[config.mk]
export PLATFORM = sky130hd
export DESIGN_NAME = spi_slave_wide
export DESIGN_NICKNAME = d
export VERILOG_FILES = /design/src/rtl/spi_slave_wide_pkg.sv /design/src/rtl/spi_slave_wide_sync.sv /design/src/rtl/spi_slave_wide.sv
export SDC_FILE = /design/constraint.sdc
export NUM_CORES = 1
export LEC_CHECK = 0
export CORE_MARGIN = 1.5
export CORE_UTILIZATION = 57
export CTS_CLUSTER_DIAMETER = 100
export DETAILED_ROUTE_END_ITERATION = 6
export HOLD_SLACK_MARGIN = 0.1
export PLACE_DENSITY = 0.83
export SLEW_MARGIN = 10
export SYNTH_ARGS = -nofsm -noshare
export SYNTH_HDL_FRONTEND = slang
export SYNTH_SLANG_ARGS = --single-unit
[constraint.sdc]
create_clock -name clk -period 3.85 [get_ports clk]
set_input_delay 0.77 -clock clk [delete_from_list [all_inputs] [get_ports clk]]
set_output_delay 0.77 -clock clk [all_outputs]
set_load 0.02 [all_outputs]
[src/rtl/spi_slave_wide_pkg.sv]
// Shared definitions for the wide SPI slave: SPI mode encodings and FSM states.
package spi_slave_wide_pkg;

  // SPI modes encoded as {CPOL, CPHA}
  localparam logic [1:0] SPI_MODE0 = 2'b00;
  localparam logic [1:0] SPI_MODE1 = 2'b01;
  localparam logic [1:0] SPI_MODE2 = 2'b10;
  localparam logic [1:0] SPI_MODE3 = 2'b11;

  typedef enum logic [1:0] {
    WAIT_IDLE = 2'd0,
    IDLE      = 2'd1,
    ACTIVE    = 2'd2
  } spi_state_e;

endpackage

[src/rtl/spi_slave_wide_sync.sv]
// N-flop synchroniser with asynchronous reset to a configurable level.
module spi_sync #(
  parameter int STAGES    = 2,
  parameter bit RESET_VAL = 1'b0
) (
  input  logic clk,
  input  logic rst,
  input  logic d,
  output logic q
);

  logic [STAGES-1:0] sync_r;

  // Shift the asynchronous input through the synchroniser chain
  always_ff @(posedge clk or posedge rst) begin
    if (rst) begin
      sync_r <= {STAGES{RESET_VAL}};
    end else begin
      sync_r <= {sync_r[STAGES-2:0], d};
    end
  end

  assign q = sync_r[STAGES-1];

endmodule

[src/rtl/spi_slave_wide.sv]
// Oversampling SPI slave with configurable word width, mode and bit order.
// Pins are synchronised into clk, edges detected with one extra register,
// and a three-state FSM (WAIT_IDLE / IDLE / ACTIVE) frames the words.
import spi_slave_wide_pkg::*;

module spi_slave_wide #(
  parameter int WIDTH       = 8,
  parameter bit CPOL        = 1'b0,
  parameter bit CPHA        = 1'b0,
  parameter bit MSB_FIRST   = 1'b1,
  parameter int SYNC_STAGES = 2
) (
  input  logic             clk,
  input  logic             rst,
  input  logic             SCK,
  input  logic             SSEL,
  input  logic             MOSI,
  output logic             MISO,
  output logic [WIDTH-1:0] rx_data,
  output logic             rx_valid,
  input  logic [WIDTH-1:0] tx_data,
  output logic             tx_ack,
  output logic             busy,
  output logic             frame_abort
);

  localparam int               CNT_W     = $clog2(WIDTH + 1);
  localparam int               FLUSH_W   = $clog2(SYNC_STAGES + 2);
  localparam logic [1:0]       MODE      = {CPOL, CPHA};
  localparam bit               LEAD_RISE = (MODE == SPI_MODE0) || (MODE == SPI_MODE1);
  localparam logic [CNT_W-1:0] LAST_BIT  = CNT_W'(WIDTH - 1);
  localparam logic [FLUSH_W-1:0] FLUSH_MAX = FLUSH_W'(SYNC_STAGES + 1);

  logic sck_s, ssel_s, mosi_s;
  logic sck_d_r, ssel_d_r;
  logic lead_s, trail_s, sample_s, shift_s, ssel_fall_s, ssel_rise_s;
  logic [FLUSH_W-1:0] flush_r;
  spi_state_e state_r, state_nxt_s;
  logic [CNT_W-1:0] bitcnt_r;
  logic [WIDTH-1:0] rx_shift_r, rx_shift_nxt_s, tx_shift_r, tx_shift_nxt_s;
  logic [WIDTH-1:0] rx_data_r;
  logic skip_r, rx_valid_r, tx_ack_r, abort_r, miso_r, miso_nxt_s, busy_r;
  logic start_s, word_done_s, abort_s;

  spi_sync #(.STAGES(SYNC_STAGES), .RESET_VAL(1'b0)) u_sync_sck  (.clk(clk), .rst(rst), .d(SCK),  .q(sck_s));
  spi_sync #(.STAGES(SYNC_STAGES), .RESET_VAL(1'b1)) u_sync_ssel (.clk(clk), .rst(rst), .d(SSEL), .q(ssel_s));
  spi_sync #(.STAGES(SYNC_STAGES), .RESET_VAL(1'b0)) u_sync_mosi (.clk(clk), .rst(rst), .d(MOSI), .q(mosi_s));

  // Previous synchronised levels for edge detection
  always_ff @(posedge clk or posedge rst) begin
    if (rst) begin
      sck_d_r  <= 1'b0;
      ssel_d_r <= 1'b1;
    end else begin
      sck_d_r  <= sck_s;
      ssel_d_r <= ssel_s;
    end
  end

  // Decode sample/shift edges from the SPI mode
  always_comb begin
    if (LEAD_RISE) begin
      lead_s  = sck_s & ~sck_d_r;
      trail_s = ~sck_s & sck_d_r;
    end else begin
      lead_s  = ~sck_s & sck_d_r;
      trail_s = sck_s & ~sck_d_r;
    end
    if (CPHA) begin
      sample_s = trail_s;
      shift_s  = lead_s;
    end else begin
      sample_s = lead_s;
      shift_s  = trail_s;
    end
    ssel_fall_s = ssel_d_r & ~ssel_s;
    ssel_rise_s = ~ssel_d_r & ssel_s;
  end

  // The SSEL synchroniser resets high, so its output only reflects the pin
  // after the chain has flushed; WAIT_IDLE must not trust it before then.
  always_ff @(posedge clk or posedge rst) begin
    if (rst) begin
      flush_r <= {FLUSH_W{1'b0}};
    end else if (flush_r != FLUSH_MAX) begin
      flush_r <= flush_r + FLUSH_W'(1);
    end else begin
      flush_r <= flush_r;
    end
  end

  // FSM state register
  always_ff @(posedge clk or posedge rst) begin
    if (rst) begin
      state_r <= WAIT_IDLE;
    end else begin
      state_r <= state_nxt_s;
    end
  end

  // FSM next-state logic
  always_comb begin
    state_nxt_s = state_r;
    case (state_r)
      WAIT_IDLE: begin
        if ((flush_r == FLUSH_MAX) && ssel_s) state_nxt_s = IDLE;
        else                                  state_nxt_s = WAIT_IDLE;
      end
      IDLE: begin
        if (ssel_fall_s) state_nxt_s = ACTIVE;
        else             state_nxt_s = IDLE;
      end
      ACTIVE: begin
        if (ssel_rise_s) state_nxt_s = IDLE;
        else             state_nxt_s = ACTIVE;
      end
      default: state_nxt_s = WAIT_IDLE;
    endcase
  end

  // FSM outputs: frame events, next shift-register contents and MISO level
  always_comb begin
    start_s     = (state_r == IDLE) && ssel_fall_s;
    word_done_s = (state_r == ACTIVE) && sample_s && (bitcnt_r == LAST_BIT);
    // A partial word exists if bits were counted or a non-final sample lands now
    abort_s     = (state_r == ACTIVE) && ssel_rise_s && !word_done_s &&
                  ((bitcnt_r != {CNT_W{1'b0}}) || sample_s);
    if (MSB_FIRST) begin
      rx_shift_nxt_s = {rx_shift_r[WIDTH-2:0], mosi_s};
    end else begin
      rx_shift_nxt_s = {mosi_s, rx_shift_r[WIDTH-1:1]};
    end
    // tx_data is captured in the tx_ack cycle; skip_r holds off the one shift
    // edge that would otherwise discard the freshly presented first bit.
    tx_shift_nxt_s = tx_shift_r;
    if (tx_ack_r) begin
      tx_shift_nxt_s = tx_data;
    end else if ((state_r == ACTIVE) && shift_s && !skip_r) begin
      if (MSB_FIRST) tx_shift_nxt_s = {tx_shift_r[WIDTH-2:0], 1'b0};
      else           tx_shift_nxt_s = {1'b0, tx_shift_r[WIDTH-1:1]};
    end else begin
      tx_shift_nxt_s = tx_shift_r;
    end
    if (state_nxt_s == ACTIVE) begin
      miso_nxt_s = MSB_FIRST ? tx_shift_nxt_s[WIDTH-1] : tx_shift_nxt_s[0];
    end else begin
      miso_nxt_s = 1'b0;
    end
  end

  // Datapath: bit counter, shift registers, handshake pulses and outputs
  always_ff @(posedge clk or posedge rst) begin
    if (rst) begin
      bitcnt_r   <= {CNT_W{1'b0}};
      rx_shift_r <= {WIDTH{1'b0}};
      tx_shift_r <= {WIDTH{1'b0}};
      rx_data_r  <= {WIDTH{1'b0}};
      skip_r     <= 1'b0;
      rx_valid_r <= 1'b0;
      tx_ack_r   <= 1'b0;
      abort_r    <= 1'b0;
      miso_r     <= 1'b0;
      busy_r     <= 1'b0;
    end else begin
      tx_shift_r <= tx_shift_nxt_s;
      miso_r     <= miso_nxt_s;
      busy_r     <= (state_nxt_s == ACTIVE);
      rx_valid_r <= 1'b0;
      tx_ack_r   <= 1'b0;
      abort_r    <= abort_s;
      if (start_s) begin
        bitcnt_r <= {CNT_W{1'b0}};
        tx_ack_r <= 1'b1;
        skip_r   <= CPHA;
      end else if (state_r == ACTIVE) begin
        if (sample_s) begin
          rx_shift_r <= rx_shift_nxt_s;
          if (word_done_s) begin
            rx_data_r  <= rx_shift_nxt_s;
            rx_valid_r <= 1'b1;
            bitcnt_r   <= {CNT_W{1'b0}};
            tx_ack_r   <= 1'b1;
            skip_r     <= 1'b1;
          end else begin
            bitcnt_r <= bitcnt_r + CNT_W'(1);
          end
        end else if (shift_s && skip_r) begin
          skip_r <= 1'b0;
        end else begin
          skip_r <= skip_r;
        end
        if (ssel_rise_s && !word_done_s) begin
          bitcnt_r <= {CNT_W{1'b0}};
        end
      end else begin
        bitcnt_r <= {CNT_W{1'b0}};
      end
    end
  end

  assign MISO        = miso_r;
  assign rx_data     = rx_data_r;
  assign rx_valid    = rx_valid_r;
  assign tx_ack      = tx_ack_r;
  assign busy        = busy_r;
  assign frame_abort = abort_r;

endmodule

==> flow_metrics.tcl <==
set metrics [dict create \
    outcome "complete, no violations" \
    clock_latency_at_the_later_pin_of_the_worst_skew_pair_ns 0.35 \
    clock-sinks 45 \
    regToRegStartpoint "state_r[0]" \
    cts_buffers 5 \
    grt_first_pass_wirelength_mm 4.981 \
    final_instance_area_um2 2148 \
    layout_common_cells "sky130_fd_sc_hd__dfrtp_1, sky130_fd_sc_hd__clkdlybuf4s50_1, sky130_fd_sc_hd__mux2_2" \
    synth_ff_type "sky130_fd_sc_hd__dfrtp_1" \
    report.final.slew_viol_count 0 \
    drive_above_1_share_pct 18.90 \
    yosysWarnings 0 \
    maxCapViolCount 0 \
    via_count_of_the_first_global_routing_pass 1089 \
    total_of_flip_flops_plus_latches_after_synthesis 45 \
    synth_cell_type_count 37 \
    antenna_left 0 \
    crit_slowest_cell "sky130_fd_sc_hd__clkdlybuf4s50_1" \
    seq_area_frac_synth_pct 62.36 \
    worstRegToRegCells 3 \
    ios 26 \
    layout_min_cycle_time_ns 2.449 \
    setup.worst_path.start_class "register" \
    clk_pin_slew_ns 0.11 \
    crit_path_max_incr_delay_ns 0.69 \
    power_density_nw_per_um2 414.9 \
    required_time_of_the_critical_path_ns 3.08 \
    worst_slew_pin_slew_ns 0.9068 \
    whs_endpoint "u_sync_mosi.sync_r[1]" \
    post-synth-top-area-fraction_pct 58.01 \
    remaining_drc_errors 0 \
    post_synth_inst_count 134 \
    synthesized_cell_area_um2 1812 \
    clk_root_buffer_cell "sky130_fd_sc_hd__clkbuf_4" \
    floorplan.die_area_um2 3526 \
    cts-hold-fix-buffers 0 \
    hold_depth 0 \
    timing.rr.end "rx_data[2]" \
    dr.first_iter.drc_count 34 \
    largest_net_degree_at_the_start_of_global_routing 46 \
    rsz0062_at_grt "no" \
    place.detailed.hpwl_mm 2.040 \
    postSynthAreaPerCell_um2 13.52 \
    post-route-period-util_pct 63.61 \
    holdCritStartpoint "u_sync_mosi.sync_r[0]" \
    globalRouteTotalUtil_pct 20.18 \
    floorplan.rows 20 \
    average_wire_length_per_cell_after_detail_routing_um 14.13 \
    end_kind "primary output" \
    postSynthNetCount 150 \
    dpl-instance-area_um2 2097 \
    grt_antenna_before_repair 0 \
    static-leakage-power_nw 0.9477 \
    post_cts_resize_count 0 \
    vias_per_cell 5.399 \
    vias 1123 \
    io_buffers 25 \
    final-setup-viol-count 0 \
    chipWidth_um 59.38 \
    yosysTopAreaCell "sky130_fd_sc_hd__dfrtp_1" \
    worst_ir_drop_vdd_uv 289.3 \
    ys_async_sr_fraction_pct 100.0 \
    critical_path_arrival_ns 1.68 \
    start_util_pct 59.83 \
    antenna-diode-count 0 \
    cells_along_the_critical_path "clkdlybuf4s50_1" \
    totalNegativeSetupSlack_ns 0 \
    setup.reg_to_reg.worst_slack_ns 1.66 \
    timing.clock.skew_ns 0.007871 \
    worst_slew_margin_rel_pct 38.72 \
    crit_cells 1 \
    most_common_cell_after_layout_fill_and_taps_aside "sky130_fd_sc_hd__dfrtp_1" \
    core_footprint_um2 3028 \
    net_total_in_the_final_layout 179 \
    crit_fanout 18 \
    yosys-top-cells-area "sky130_fd_sc_hd__dfrtp_1, sky130_fd_sc_hd__mux2_2, sky130_fd_sc_hd__dfstp_2" \
    critPathBufInv 1 \
    global_route.overflow_total 0 \
    report.power.total_mw 0.8913 \
    gpl.final_weighted_congestion 0.7746 \
    h-tree-depth 2 \
    synth-edff-count 0 \
    hold_viol_final 0 \
    max_freq_mhz 408.3 \
    die-height_um 59.38 \
    flow.area_growth_from_synthesis_pct 18.58 \
    firstDrtPassIters 4 \
    ctsLongestPathBuffers 2 \
    cts_post_setup_buffers_inserted 0 \
    cts_tree "built" \
    drt-total-wl_mm 2.938 \
    cpLargestDelayFamily "buffers and inverters" \
    timing.setup.critical_path_class "register to primary output" \
    min_path_type "register to register" \
]
## cell usage after synthesis, types with 2 or more instances
cell and instances:
sky130_fd_sc_hd__nand3_1 3, sky130_fd_sc_hd__mux2i_1 6, sky130_fd_sc_hd__nor2_1 2, sky130_fd_sc_hd__inv_1 3, sky130_fd_sc_hd__a21oi_1 5, sky130_fd_sc_hd__ha_1 3
sky130_fd_sc_hd__nand2_1 10, sky130_fd_sc_hd__dfrtp_1 42, sky130_fd_sc_hd__mux2_2 17, sky130_fd_sc_hd__dfstp_2 3, sky130_fd_sc_hd__o21ai_0 8, sky130_fd_sc_hd__nand2b_1 7
## sequential cells by signal (all words and copies together), names as in the netlist, 2 cells and up
name and cells:
bitcnt_r 4, flush_r 2, rx_data 8, rx_shift_r 7, state_r 2, tx_shift_r 8, u_sync_mosi.sync_r 2, u_sync_sck.sync_r 2
u_sync_ssel.sync_r 2
## routing by layer
layer / global-route usage, % / share of wire [%]
met4: 10.39 / 2.1
met2: 31.87 / 50
met1: 24.44 / 44
met3: 6.987 / 4.2
met5: 0 / 0
## logic make-up after synthesis
family	Yosys count	share of synthesized area (%)
AOI/OAI and AO/OA	19	6.147
xor gates and xnor gates	2	0.9670
adders and majority gates	3	2.072
buffers and inverters	7	2.140
DFF	45	62.36
muxes	23	13.88
and+or+nand+nor	35	12.43
## stage by stage
step | setup slack (ns) | util [%] | cells | hold slack, ns
floorplan | 2.026 | - | 134 | 0.3312
global placement | 1.743 | 69.26 | 200 | 0.3343
detailed placement | 1.652 | 69.26 | 200 | 0.3418
CTS | 1.373 | 70.95 | 208 | 0.3680
global route | 1.286 | 70.95 | 208 | 0.3722
finish | 1.401 | 70.95 | 208 | 0.3659
## final cells by class
type                    instances  area, um2
flip-flops and latches         45       1130
clock inverters                 2      10.01
repair buffers                 26      257.7
multi-input cells              82      643.1
inverters                       3      11.26
clock buffers                   6      41.29
well taps                      44      55.05
fillers                       232      879.6
## report_power, final
group          switching (mW)  leakage (nW)  total (mW)  internal [mW]
registers              0.0376         0.575       0.569          0.531
clock network           0.138        0.0320       0.208         0.0697
logic                  0.0511         0.340       0.115         0.0638
total                   0.227         0.948       0.891          0.664
## how the worst max path moves through the flow
stage	start	end
floorplan	rst	MISO
global placement	state_r[0]	rx_data[0]
detailed placement	state_r[0]	rx_data[2]
CTS	tx_ack	tx_ack
global route	tx_ack	tx_ack
finish	tx_ack	tx_ack
Note: power is estimated with default switching activity, not from simulation.
